[src/rtl/div_pkg.sv]
// Shared definitions for the divider issue/collect stage and its helpers.
//   - div_state_e     : control FSM state encoding (IDLE, CLEAR, RUN, RESP)
//   - default_limit   : default watchdog limit for a given dividend width
//   - RSP_*_BIT       : bit positions of the response flags in the flag register
//   - pack_rsp_flags  : builds the flag vector from the individual flags
package div_pkg;

    typedef enum logic [1:0] {
        IDLE  = 2'd0,
        CLEAR = 2'd1,
        RUN   = 2'd2,
        RESP  = 2'd3
    } div_state_e;

    localparam int RSP_DIV0_BIT    = 0;
    localparam int RSP_TIMEOUT_BIT = 1;
    localparam int RSP_FLAG_W      = 2;

    // A bit-serial core needs about 2*N cycles; four cycles of slack on top.
    function automatic int default_limit(input int n);
        return 2 * n + 4;
    endfunction

    function automatic logic [RSP_FLAG_W-1:0] pack_rsp_flags(input logic div0,
                                                             input logic timeout);
        logic [RSP_FLAG_W-1:0] flags;
        flags                  = {RSP_FLAG_W{1'b0}};
        flags[RSP_DIV0_BIT]    = div0;
        flags[RSP_TIMEOUT_BIT] = timeout;
        return flags;
    endfunction

endpackage

[src/rtl/divider_issue_ctrl_if.sv]
// Bundle of the request channel, the divider-core connection and the response
// channel of divider_issue_ctrl.
//   modport slave  : the issue controller itself
//   modport master : its environment (requester, divider core, response sink)
interface divider_issue_ctrl_if #(
    parameter int N = 5,
    parameter int M = 3
);
    logic         req_valid;
    logic         req_ready;
    logic [N-1:0] req_dividend;
    logic [M-1:0] req_divisor;
    logic         core_reset;
    logic         core_en;
    logic [N-1:0] core_dividend;
    logic [M-1:0] core_divisor;
    logic         core_ack;
    logic [N-1:0] core_merchant;
    logic [M-1:0] core_remainder;
    logic         rsp_valid;
    logic         rsp_ready;
    logic [N-1:0] rsp_merchant;
    logic [M-1:0] rsp_remainder;
    logic         rsp_div0;
    logic         rsp_timeout;

    modport slave (
        input  req_valid, req_dividend, req_divisor,
        output req_ready,
        output core_reset, core_en, core_dividend, core_divisor,
        input  core_ack, core_merchant, core_remainder,
        output rsp_valid, rsp_merchant, rsp_remainder, rsp_div0, rsp_timeout,
        input  rsp_ready
    );

    modport master (
        output req_valid, req_dividend, req_divisor,
        input  req_ready,
        input  core_reset, core_en, core_dividend, core_divisor,
        output core_ack, core_merchant, core_remainder,
        input  rsp_valid, rsp_merchant, rsp_remainder, rsp_div0, rsp_timeout,
        output rsp_ready
    );

endinterface

[src/rtl/div_watchdog.sv]
// Saturating cycle counter with a limit compare, used to bound the wait for a
// divider core acknowledge.
//   CLK     : clock
//   RESET   : synchronous active-high reset (counter to 0)
//   clear   : synchronous counter clear
//   enable  : count this cycle
//   expired : the counter is at LIMIT, or reaches LIMIT on this enabled cycle
module div_watchdog #(
    parameter int LIMIT = 14
) (
    input  logic CLK,
    input  logic RESET,
    input  logic clear,
    input  logic enable,
    output logic expired
);

    localparam int              CNT_W      = $clog2(LIMIT + 1);
    localparam logic [CNT_W-1:0] LIMIT_C    = CNT_W'(LIMIT);
    localparam logic [CNT_W-1:0] LIMIT_M1_C = CNT_W'(LIMIT - 1);

    logic [CNT_W-1:0] count_r;

    // Counter: cleared on request, otherwise counts enabled cycles up to LIMIT
    always_ff @(posedge CLK) begin
        if (RESET) begin
            count_r <= {CNT_W{1'b0}};
        end else if (clear) begin
            count_r <= {CNT_W{1'b0}};
        end else if (enable && (count_r != LIMIT_C)) begin
            count_r <= count_r + CNT_W'(1'b1);
        end else begin
            count_r <= count_r;
        end
    end

    // Expiry is flagged on the enabled cycle whose increment lands on LIMIT,
    // so the owner waits exactly LIMIT enabled cycles.
    assign expired = (count_r == LIMIT_C) | (enable & (count_r == LIMIT_M1_C));

endmodule

[src/rtl/divider_issue_ctrl.sv]
// Issue/collect stage in front of a bit-serial divider core. Accepts a request,
// holds the operands for the core, clears the core, runs it until ACK (or a
// watchdog timeout) and presents the result on a response channel. A zero
// divisor is answered directly without touching the core.
//   CLK   : clock, rising edge
//   RESET : synchronous active-high reset; aborts any operation
//   bus   : request (req_*), core connection (core_*), response (rsp_*)
module divider_issue_ctrl
    import div_pkg::*;
#(
    parameter int N     = 5,
    parameter int M     = 3,
    parameter int LIMIT = default_limit(N)
) (
    input logic                 CLK,
    input logic                 RESET,
    divider_issue_ctrl_if.slave bus
);

    div_state_e            state_r;
    logic                  req_ready_r;
    logic                  core_reset_r;
    logic                  core_en_r;
    logic [N-1:0]          core_dividend_r;
    logic [M-1:0]          core_divisor_r;
    logic                  rsp_valid_r;
    logic [N-1:0]          rsp_merchant_r;
    logic [M-1:0]          rsp_remainder_r;
    logic [RSP_FLAG_W-1:0] rsp_flags_r;

    logic                  req_fire_s;
    logic                  rsp_fire_s;
    logic                  divisor_zero_s;
    logic [M-1:0]          div0_remainder_s;
    logic                  wd_clear_s;
    logic                  wd_enable_s;
    logic                  wd_expired_s;

    // Remainder reported for a zero divisor: low dividend bits, zero-extended
    generate
        if (N >= M) begin : g_rem_trunc
            assign div0_remainder_s = bus.req_dividend[M-1:0];
        end else begin : g_rem_ext
            assign div0_remainder_s = {{(M-N){1'b0}}, bus.req_dividend};
        end
    endgenerate

    // Handshake qualifiers and watchdog control
    always_comb begin
        req_fire_s     = bus.req_valid & req_ready_r;
        rsp_fire_s     = bus.rsp_ready & rsp_valid_r;
        divisor_zero_s = (bus.req_divisor == {M{1'b0}});
        wd_enable_s    = (state_r == RUN);
        wd_clear_s     = (state_r == RESP) & rsp_fire_s;
    end

    div_watchdog #(
        .LIMIT (LIMIT)
    ) u_watchdog (
        .CLK     (CLK),
        .RESET   (RESET),
        .clear   (wd_clear_s),
        .enable  (wd_enable_s),
        .expired (wd_expired_s)
    );

    // Control FSM; every output is updated together with the state it belongs to
    always_ff @(posedge CLK) begin
        if (RESET) begin
            state_r         <= IDLE;
            req_ready_r     <= 1'b0;
            core_reset_r    <= 1'b1;
            core_en_r       <= 1'b0;
            core_dividend_r <= {N{1'b0}};
            core_divisor_r  <= {M{1'b0}};
            rsp_valid_r     <= 1'b0;
            rsp_merchant_r  <= {N{1'b0}};
            rsp_remainder_r <= {M{1'b0}};
            rsp_flags_r     <= {RSP_FLAG_W{1'b0}};
        end else begin
            case (state_r)
                IDLE: begin
                    core_reset_r <= 1'b0;
                    core_en_r    <= 1'b0;
                    if (req_fire_s) begin
                        core_dividend_r <= bus.req_dividend;
                        core_divisor_r  <= bus.req_divisor;
                        req_ready_r     <= 1'b0;
                        if (divisor_zero_s) begin
                            rsp_merchant_r  <= {N{1'b1}};
                            rsp_remainder_r <= div0_remainder_s;
                            rsp_flags_r     <= pack_rsp_flags(1'b1, 1'b0);
                            rsp_valid_r     <= 1'b1;
                            state_r         <= RESP;
                        end else begin
                            core_reset_r <= 1'b1;
                            state_r      <= CLEAR;
                        end
                    end else begin
                        req_ready_r <= 1'b1;
                    end
                end
                CLEAR: begin
                    // One-cycle core clear; any ACK seen here is stale
                    core_reset_r <= 1'b0;
                    core_en_r    <= 1'b1;
                    state_r      <= RUN;
                end
                RUN: begin
                    // ACK wins over a watchdog expiry in the same cycle
                    if (bus.core_ack) begin
                        rsp_merchant_r  <= bus.core_merchant;
                        rsp_remainder_r <= bus.core_remainder;
                        rsp_flags_r     <= pack_rsp_flags(1'b0, 1'b0);
                        rsp_valid_r     <= 1'b1;
                        core_en_r       <= 1'b0;
                        state_r         <= RESP;
                    end else if (wd_expired_s) begin
                        rsp_merchant_r  <= {N{1'b0}};
                        rsp_remainder_r <= {M{1'b0}};
                        rsp_flags_r     <= pack_rsp_flags(1'b0, 1'b1);
                        rsp_valid_r     <= 1'b1;
                        core_en_r       <= 1'b0;
                        state_r         <= RESP;
                    end else begin
                        core_en_r <= 1'b1;
                    end
                end
                RESP: begin
                    core_en_r <= 1'b0;
                    if (rsp_fire_s) begin
                        rsp_valid_r <= 1'b0;
                        req_ready_r <= 1'b1;
                        state_r     <= IDLE;
                    end else begin
                        rsp_valid_r <= 1'b1;
                    end
                end
                default: begin
                    state_r      <= IDLE;
                    req_ready_r  <= 1'b0;
                    core_reset_r <= 1'b1;
                    core_en_r    <= 1'b0;
                    rsp_valid_r  <= 1'b0;
                end
            endcase
        end
    end

    assign bus.req_ready      = req_ready_r;
    assign bus.core_reset     = core_reset_r;
    assign bus.core_en        = core_en_r;
    assign bus.core_dividend  = core_dividend_r;
    assign bus.core_divisor   = core_divisor_r;
    assign bus.rsp_valid      = rsp_valid_r;
    assign bus.rsp_merchant   = rsp_merchant_r;
    assign bus.rsp_remainder  = rsp_remainder_r;
    assign bus.rsp_div0       = rsp_flags_r[RSP_DIV0_BIT];
    assign bus.rsp_timeout    = rsp_flags_r[RSP_TIMEOUT_BIT];

endmodule

[src/flat_wrapper.sv]
// flat-port wrapper written by rule: the top's interface ports become plain ports
module divider_issue_ctrl_flat import div_pkg::*;
#(
    parameter int N     = 5,
    parameter int M     = 3,
    parameter int LIMIT = default_limit(N)
)
  (CLK, RESET, bus_req_valid, bus_req_dividend, bus_req_divisor, bus_req_ready, bus_core_reset, bus_core_en, bus_core_dividend, bus_core_divisor, bus_core_ack, bus_core_merchant, bus_core_remainder, bus_rsp_valid, bus_rsp_merchant, bus_rsp_remainder, bus_rsp_div0, bus_rsp_timeout, bus_rsp_ready);
  divider_issue_ctrl_if #(.N(N), .M(M)) bus_i ();
  input logic CLK;
  input logic RESET;
  input wire logic [$bits(bus_i.req_valid)-1:0] bus_req_valid;
  input wire logic [$bits(bus_i.req_dividend)-1:0] bus_req_dividend;
  input wire logic [$bits(bus_i.req_divisor)-1:0] bus_req_divisor;
  output wire logic [$bits(bus_i.req_ready)-1:0] bus_req_ready;
  output wire logic [$bits(bus_i.core_reset)-1:0] bus_core_reset;
  output wire logic [$bits(bus_i.core_en)-1:0] bus_core_en;
  output wire logic [$bits(bus_i.core_dividend)-1:0] bus_core_dividend;
  output wire logic [$bits(bus_i.core_divisor)-1:0] bus_core_divisor;
  input wire logic [$bits(bus_i.core_ack)-1:0] bus_core_ack;
  input wire logic [$bits(bus_i.core_merchant)-1:0] bus_core_merchant;
  input wire logic [$bits(bus_i.core_remainder)-1:0] bus_core_remainder;
  output wire logic [$bits(bus_i.rsp_valid)-1:0] bus_rsp_valid;
  output wire logic [$bits(bus_i.rsp_merchant)-1:0] bus_rsp_merchant;
  output wire logic [$bits(bus_i.rsp_remainder)-1:0] bus_rsp_remainder;
  output wire logic [$bits(bus_i.rsp_div0)-1:0] bus_rsp_div0;
  output wire logic [$bits(bus_i.rsp_timeout)-1:0] bus_rsp_timeout;
  input wire logic [$bits(bus_i.rsp_ready)-1:0] bus_rsp_ready;
  assign bus_i.req_valid = bus_req_valid;
  assign bus_i.req_dividend = bus_req_dividend;
  assign bus_i.req_divisor = bus_req_divisor;
  assign bus_req_ready = bus_i.req_ready;
  assign bus_core_reset = bus_i.core_reset;
  assign bus_core_en = bus_i.core_en;
  assign bus_core_dividend = bus_i.core_dividend;
  assign bus_core_divisor = bus_i.core_divisor;
  assign bus_i.core_ack = bus_core_ack;
  assign bus_i.core_merchant = bus_core_merchant;
  assign bus_i.core_remainder = bus_core_remainder;
  assign bus_rsp_valid = bus_i.rsp_valid;
  assign bus_rsp_merchant = bus_i.rsp_merchant;
  assign bus_rsp_remainder = bus_i.rsp_remainder;
  assign bus_rsp_div0 = bus_i.rsp_div0;
  assign bus_rsp_timeout = bus_i.rsp_timeout;
  assign bus_i.rsp_ready = bus_rsp_ready;
  divider_issue_ctrl #(.N(N), .M(M), .LIMIT(LIMIT)) u_core (.CLK(CLK), .RESET(RESET), .bus(bus_i));
endmodule
[config.mk]
export PLATFORM = sky130hd
export DESIGN_NAME = divider_issue_ctrl_flat
export DESIGN_NICKNAME = d
export VERILOG_FILES = /design/src/rtl/div_pkg.sv /design/src/rtl/divider_issue_ctrl_if.sv /design/src/rtl/div_watchdog.sv /design/src/rtl/divider_issue_ctrl.sv /design/src/flat_wrapper.sv
export SDC_FILE = /design/constraint.sdc
export NUM_CORES = 1
export LEC_CHECK = 0
export CAP_MARGIN = 20
export CORE_MARGIN = 2
export CORE_UTILIZATION = 48
export DETAILED_ROUTE_END_ITERATION = 6
export GPL_TIMING_DRIVEN = 0
export PLACE_DENSITY = 0.81
export SLEW_MARGIN = 20
export SYNTH_ARGS = -nofsm -noshare
export SYNTH_HDL_FRONTEND = slang
export SYNTH_SLANG_ARGS = --single-unit
[constraint.sdc]
create_clock -name CLK -period 2.45 [get_ports CLK]
set_input_delay 0.3675 -clock CLK [delete_from_list [all_inputs] [get_ports CLK]]
set_output_delay 0.3675 -clock CLK [all_outputs]
set_load 0.005 [all_outputs]
== Word level (Yosys, flattened, before mapping) ==
Index checks and enable logic that the tools add are counted.

* Input port bits: 21
* Output and inout port bits: 22
* Register bits: 28
* Word-level logic and storage cells: 77

* $add $sub $neg: 1
* Reductions and logical operators: 14
* Muxes and demuxes: 36
* Bitwise operators: 5
* Equality and inequality tests: 10

{| class="wikitable"
|+ Operators with widths
! operator !! number
|-
| $mux W5 || 4
|-
| $mux W2 || 9
|-
| $mux W3 || 4
|-
| $mux W1 || 11
|-
| $pmux W5 S2 || 1
|-
| $eq A4 B4 Y1 const B || 2
|-
| $pmux W2 S4 || 1
|-
| $reduce_and A4 Y1 || 2
|-
| $ne A2 B1 Y1 const B || 3
|-
| $pmux W1 S3 || 2
|-
| $pmux W3 S2 || 1
|-
| $reduce_bool A2 Y1 || 3
|-
| $add A4 B1 Y4 const B || 1
|-
| $and A1 B1 Y1 || 4
|-
| $eq A2 B2 Y1 const B || 2
|-
| $ne A4 B4 Y1 const B || 1
|-
| $pmux W1 S2 || 2
|-
| $pmux W2 S2 || 1
|-
| $reduce_and A2 Y1 || 2
|-
| $reduce_or A2 Y1 || 2
|-
| $logic_not A3 Y1 || 1
|-
| $ne A3 B2 Y1 const B || 1
|-
| $reduce_and A3 Y1 || 1
|-
| $reduce_bool A3 Y1 || 1
|-
| other kinds (4) || 4
|}

== Logic depth before layout (Yosys ltp) ==
* Word-level depth: 6
* Depth in mapped cells: 8
* Gate-level depth less buffers: 6

== Hierarchy ==
Synthesis repeated with hierarchy kept, for this count alone.

* Cells, all modules: 161
* Area, all modules: 1377.6 um^2

{| class="wikitable"
|+ Modules (own cells, without submodules)
! module !! area each (um^2) !! times used !! cells each !! sequential area each (um^2)
|-
| divider_issue_ctrl || 1137.3 || 1 || 132 || 480.5
|-
| div_watchdog || 240.2 || 1 || 29 || 80.1
|}

== Worst setup path before layout ==
Ideal clock, no wire load.

* Path kind: flip-flop to flip-flop
* Start: reg u_core.u_watchdog.count_r[0]
* End: reg u_core.rsp_flags_r[1]
* Arrival: 1.485 ns
* Path buffers: 1
* Setup slack: 0.847 ns
* Setup time: 0.117 ns
* Cell stages (with the launch flop): 8
* Data required time: 2.333 ns
* Period minus slack after synthesis: 1.603 ns
* Path through: dfxtp_1 -> inv_1 -> ha_1 -> o211ai_1 -> nand2_1 -> and3_1 -> buf_4 -> a32o_1

* Word-level cells in the longest chain between the ends: 5
* Elaborated cells on any way between the ends: 6
* Those cells by class: eq/ne: 3; bitwise: 2; reduce/logical: 1

{| class="wikitable"
|+ Ends and longest elaborated chain
! what !! line !! source
|-
| start, declared || div_watchdog.sv:22 || <nowiki>logic [CNT_W-1:0] count_r;</nowiki>
|-
| start signal, assigned || div_watchdog.sv:27 || <nowiki>count_r <= {CNT_W{1'b0}};</nowiki>
|-
| start signal, assigned || div_watchdog.sv:29 || <nowiki>count_r <= {CNT_W{1'b0}};</nowiki>
|-
| start signal, assigned || div_watchdog.sv:31 || <nowiki>count_r <= count_r + CNT_W'(1'b1);</nowiki>
|-
| $eq A4 B4 Y1 || div_watchdog.sv:39 || <nowiki>assign expired = (count_r == LIMIT_C) | (enable & (count_r == LIMIT_M1_C));</nowiki>
|-
| $and A1 B1 Y1 || div_watchdog.sv:39 ||
|-
| $or A1 B1 Y1 * || div_watchdog.sv:39 ||
|-
| $ne A3 B2 Y1 (no line) * || n/a ||
|-
| $reduce_and A4 Y1 (no line) * || n/a ||
|-
| end signal, assigned || divider_issue_ctrl.sv:79 || <nowiki>rsp_flags_r <= {RSP_FLAG_W{1'b0}};</nowiki>
|-
| end signal, assigned || divider_issue_ctrl.sv:92 || <nowiki>rsp_flags_r <= pack_rsp_flags(1'b1, 1'b0);</nowiki>
|-
| end signal, assigned || divider_issue_ctrl.sv:114 || <nowiki>rsp_flags_r <= pack_rsp_flags(1'b0, 1'b0);</nowiki>
|-
| end, declared || divider_issue_ctrl.sv:29 || <nowiki>logic [RSP_FLAG_W-1:0] rsp_flags_r;</nowiki>
|}

Mark *: on every way between the ends. The rest lies on a longest branch, timed or not.
A chain may end at the register's enable or synchronous reset.

== Worst setup path after layout ==
Ends and elaborated chain as after synthesis.

==> impl_metrics.py <==
metrics = {
    "status": {
        "status": "complete, no violations",
    },
    "detailed_routing": {
        "num_vias": 1245,
        "wl_per_cell_um": 14.0,
        "dr.pass1.iters": 4,
        "via_per_inst": 5.48,
        "drc": 0,
        "drtAntennaViolNets": 0,
        "wirelength_mm": 3.18,
        "drt_iter0_markers": 48,
    },
    "layout": {
        "drive_above_1_share_pct": 10.2,
        "seqCellArea_um2": 561,
        "final_common_cell": "clkdlybuf4s50_1",
        "antenna_cells": 0,
        "final_area_um2": 1830,
        "layout_common_cells": "41 x clkdlybuf4s50_1, 28 x nand2_1, 28 x dfxtp_1, 22 x a21oi_1, 8 x nor2_1",
        "final_cells": 227,
        "layout.nets": 225,
        "multi_input_area_um2": 693,
        "fill_cells": 229,
        "syn_to_final_growth_pct": 37.8,
    },
    "floorplanning": {
        "start_util_pct": 49.4,
        "die_width_um": 56.6,
        "core_um2": 2690,
        "boundaryPins": 43,
        "die_h_um": 56.6,
        "die-area_um2": 3200,
        "num_rows": 19,
    },
    "timing": {
        "setup_viol": 0,
        "finalWorstPathRequiredPeriod_ns": 1.84,
        "worstMarginPinSlew_ns": 0.611,
        "clock.fmax_mhz": 543,
        "finalCritPeriodShare_pct": 75.1,
        "finalHoldViolations": 0,
        "setup_tns_ns": 0,
        "skew_ns": 0.0132,
        "rsz0062_at_grt": "no",
        "slew_headroom_pct": 59.2,
        "slew_violations": 0,
    },
    "pwr": {
        "ir_worst_vdd_v": 0.000644,
        "p_leak_nw": 0.681,
        "power.density_nw_per_um2": 914,
    },
    "global_route": {
        "grt.met1_usage_pct": 23.1,
        "grt_max_degree": 17,
        "grt_pass1_wl_mm": 5.27,
        "top_usage_layer": "met2",
        "grt_pass1_vias": 1244,
        "grt.overflow.total": 0,
        "use_met2_pct": 38.0,
        "met3_usage_pct": 3.46,
        "track_usage_pct": 20.2,
        "antenna_found_initial": 0,
    },
    "critical_path": {
        "end_kind": "register",
        "cp_top_family": "compound AO/OA/AOI/OAI gates",
        "critical_path_buf_inv_count": 2,
        "startpoint_type": "register",
        "path_cells": "inv_1 -> ha_1 -> o211ai_1 -> nand2_1 -> and3_1 -> buf_4 -> a32o_1",
        "cp_slowest_cell": "dfxtp_1",
        "max_stage_delay_ns": 0.40,
        "critPathKind": "register to register",
        "arrival_ns": 2.07,
        "required_ns": 2.68,
        "critical_path_peak_fanout": 7,
    },
    "yosys": {
        "netlist_instances": 151,
        "ys_types": 33,
        "ys_async_sr_fraction_pct": 0,
        "synth-seq-cells": 28,
        "synth_area_leader_cell": "dfxtp_1",
        "syn_avg_cell_area_um2": 8.79,
        "synthesis.area_um2": 1330,
        "ys_seq_area_share_pct": 42.2,
        "ys_warn_count": 0,
        "synth-edff-count": 0,
        "synth_top_area_share_pct": 42.2,
        "synth_ff_type": "dfxtp_1",
        "yosys-top-cells-area": "dfxtp_1 42%, a21oi_1 8.3%, nand2_1 7.9%",
        "synthesis.nets": 179,
    },
    "clock_network": {
        "cts_hold_buf": 0,
        "cts_tree": "built",
        "postCtsSetupBuffers": 0,
        "clk_pin_slew_ns": 0.16,
        "cts_buffers": 3,
        "clk_path_buf_depth": 2,
        "cts_sinks": 28,
        "cts-htree-levels": 1,
        "clock_latency_ns": 0.33,
        "cts-root-buf": "clkbuf_4",
        "cts_resized": 0,
    },
    "job": {
        "cap_violations": 0,
    },
    "min_path": {
        "hold_class": "input pin to register",
    },
    "placed_design": {
        "dp_cells": 223,
        "dp_hpwl_mm": 2.40,
        "place_congestion": 0.822,
        "dpl_cell_area_um2": 1780,
        "port_buffers": 41,
    },
}
-- power by group --
part	internal, mW	switching, mW	total [mW]	leakage, nW
Clock	0.165	0.139	0.304	0.0279
Sequential	0.556	0.0730	0.629	0.229
Combinational	0.375	0.365	0.739	0.425
-- routing by layer --
metal	wire length [um]	share of wire [%]	up-vias
li1	-	-	617
met1	1360	43	583
met2	1630	51	43
met3	176	5.5	2
met4	16	0.50	0
met5	0	0	-
-- stage by stage --
step | hold slack, ns | setup WS (ns) | util [%] | power, mW
detailed placement | 0.448 | 0.424 | 66.1 | 1.37
CTS | 0.375 | 0.611 | 68.1 | 1.68
global route | 0.386 | 0.500 | 68.1 | 1.78
finish | 0.376 | 0.610 | 68.1 | 1.67
global placement | 0.441 | 0.467 | 66.1 | 1.34
floorplan | 0.453 | 0.847 | - | 1.09
-- sequential cells by signal (all words and copies together) (netlist names) --
| name | cells |
|---|---|
| u_core.bus.req_ready | 1 |
| u_core.bus.core_dividend | 5 |
| u_core.u_watchdog.count_r | 4 |
| u_core.bus.rsp_valid | 1 |
| u_core.bus.rsp_remainder | 3 |
| u_core.bus.core_divisor | 3 |
| u_core.bus.core_en | 1 |
| u_core.rsp_flags_r | 2 |
| u_core.state_r | 2 |
| u_core.bus.core_reset | 1 |
| u_core.bus.rsp_merchant | 5 |
-- layout make-up --
| cell class | count | area share (%) |
|---|---|---|
| well taps | 31 | 2.12 |
| clock buffers | 3 | 1.23 |
| flip-flops and latches | 28 | 30.6 |
| multi-input cells | 108 | 37.9 |
| clock inverters | 1 | 1.64 |
| plain buffers | 9 | 2.80 |
| repair buffers | 41 | 22.4 |
| inverters | 6 | 1.23 |
-- tightest hold or removal path, delay by kind of cell --
family	cells	cell delay (ns)
buffers and inverters	1	0.16
AND/OR/NAND/NOR	1	0.09
AO/OA/AOI/OAI	1	0.06
-- synthesized netlist by cell type (3+ instances only) --
master,count
dfxtp_1,28
nand2_1,28
a21oi_1,22
nor2_1,8
ha_1,7
and3_1,6
inv_1,6
a211oi_2,5
clkbuf_1,4
nand3_1,4
nor3_1,4
a311oi_1,3
-- path summary, 6_finish.rpt --
path / depth (start not counted) / startpoint / slack (ns) / to
max: 7 / u_core.u_watchdog.count_r[0] / 0.61 / u_core.rsp_flags_r[1]
min: 3 / bus_core_ack / 0.38 / u_core.bus.rsp_merchant[3]
max reg2reg: 7 / u_core.u_watchdog.count_r[0] / 0.61 / u_core.rsp_flags_r[1]
min reg2reg: 2 / u_core.bus.core_divisor[0] / 0.46 / u_core.bus.core_divisor[0]
-- cells by family (layout without fill, tap and decap cells) --
kind of cell	Yosys count	count (layout)	share of synthesized area (%)
xor gates and xnor gates	3	3	1.98
buffers and inverters	15	60	5.56
and+or+nand+nor	55	55	19.1
muxes	2	2	1.51
DFF	28	28	42.2
adders and majority gates	7	7	6.60
AOI/OAI and AO/OA	41	41	23.0
Power figures use the tool's default switching activity.
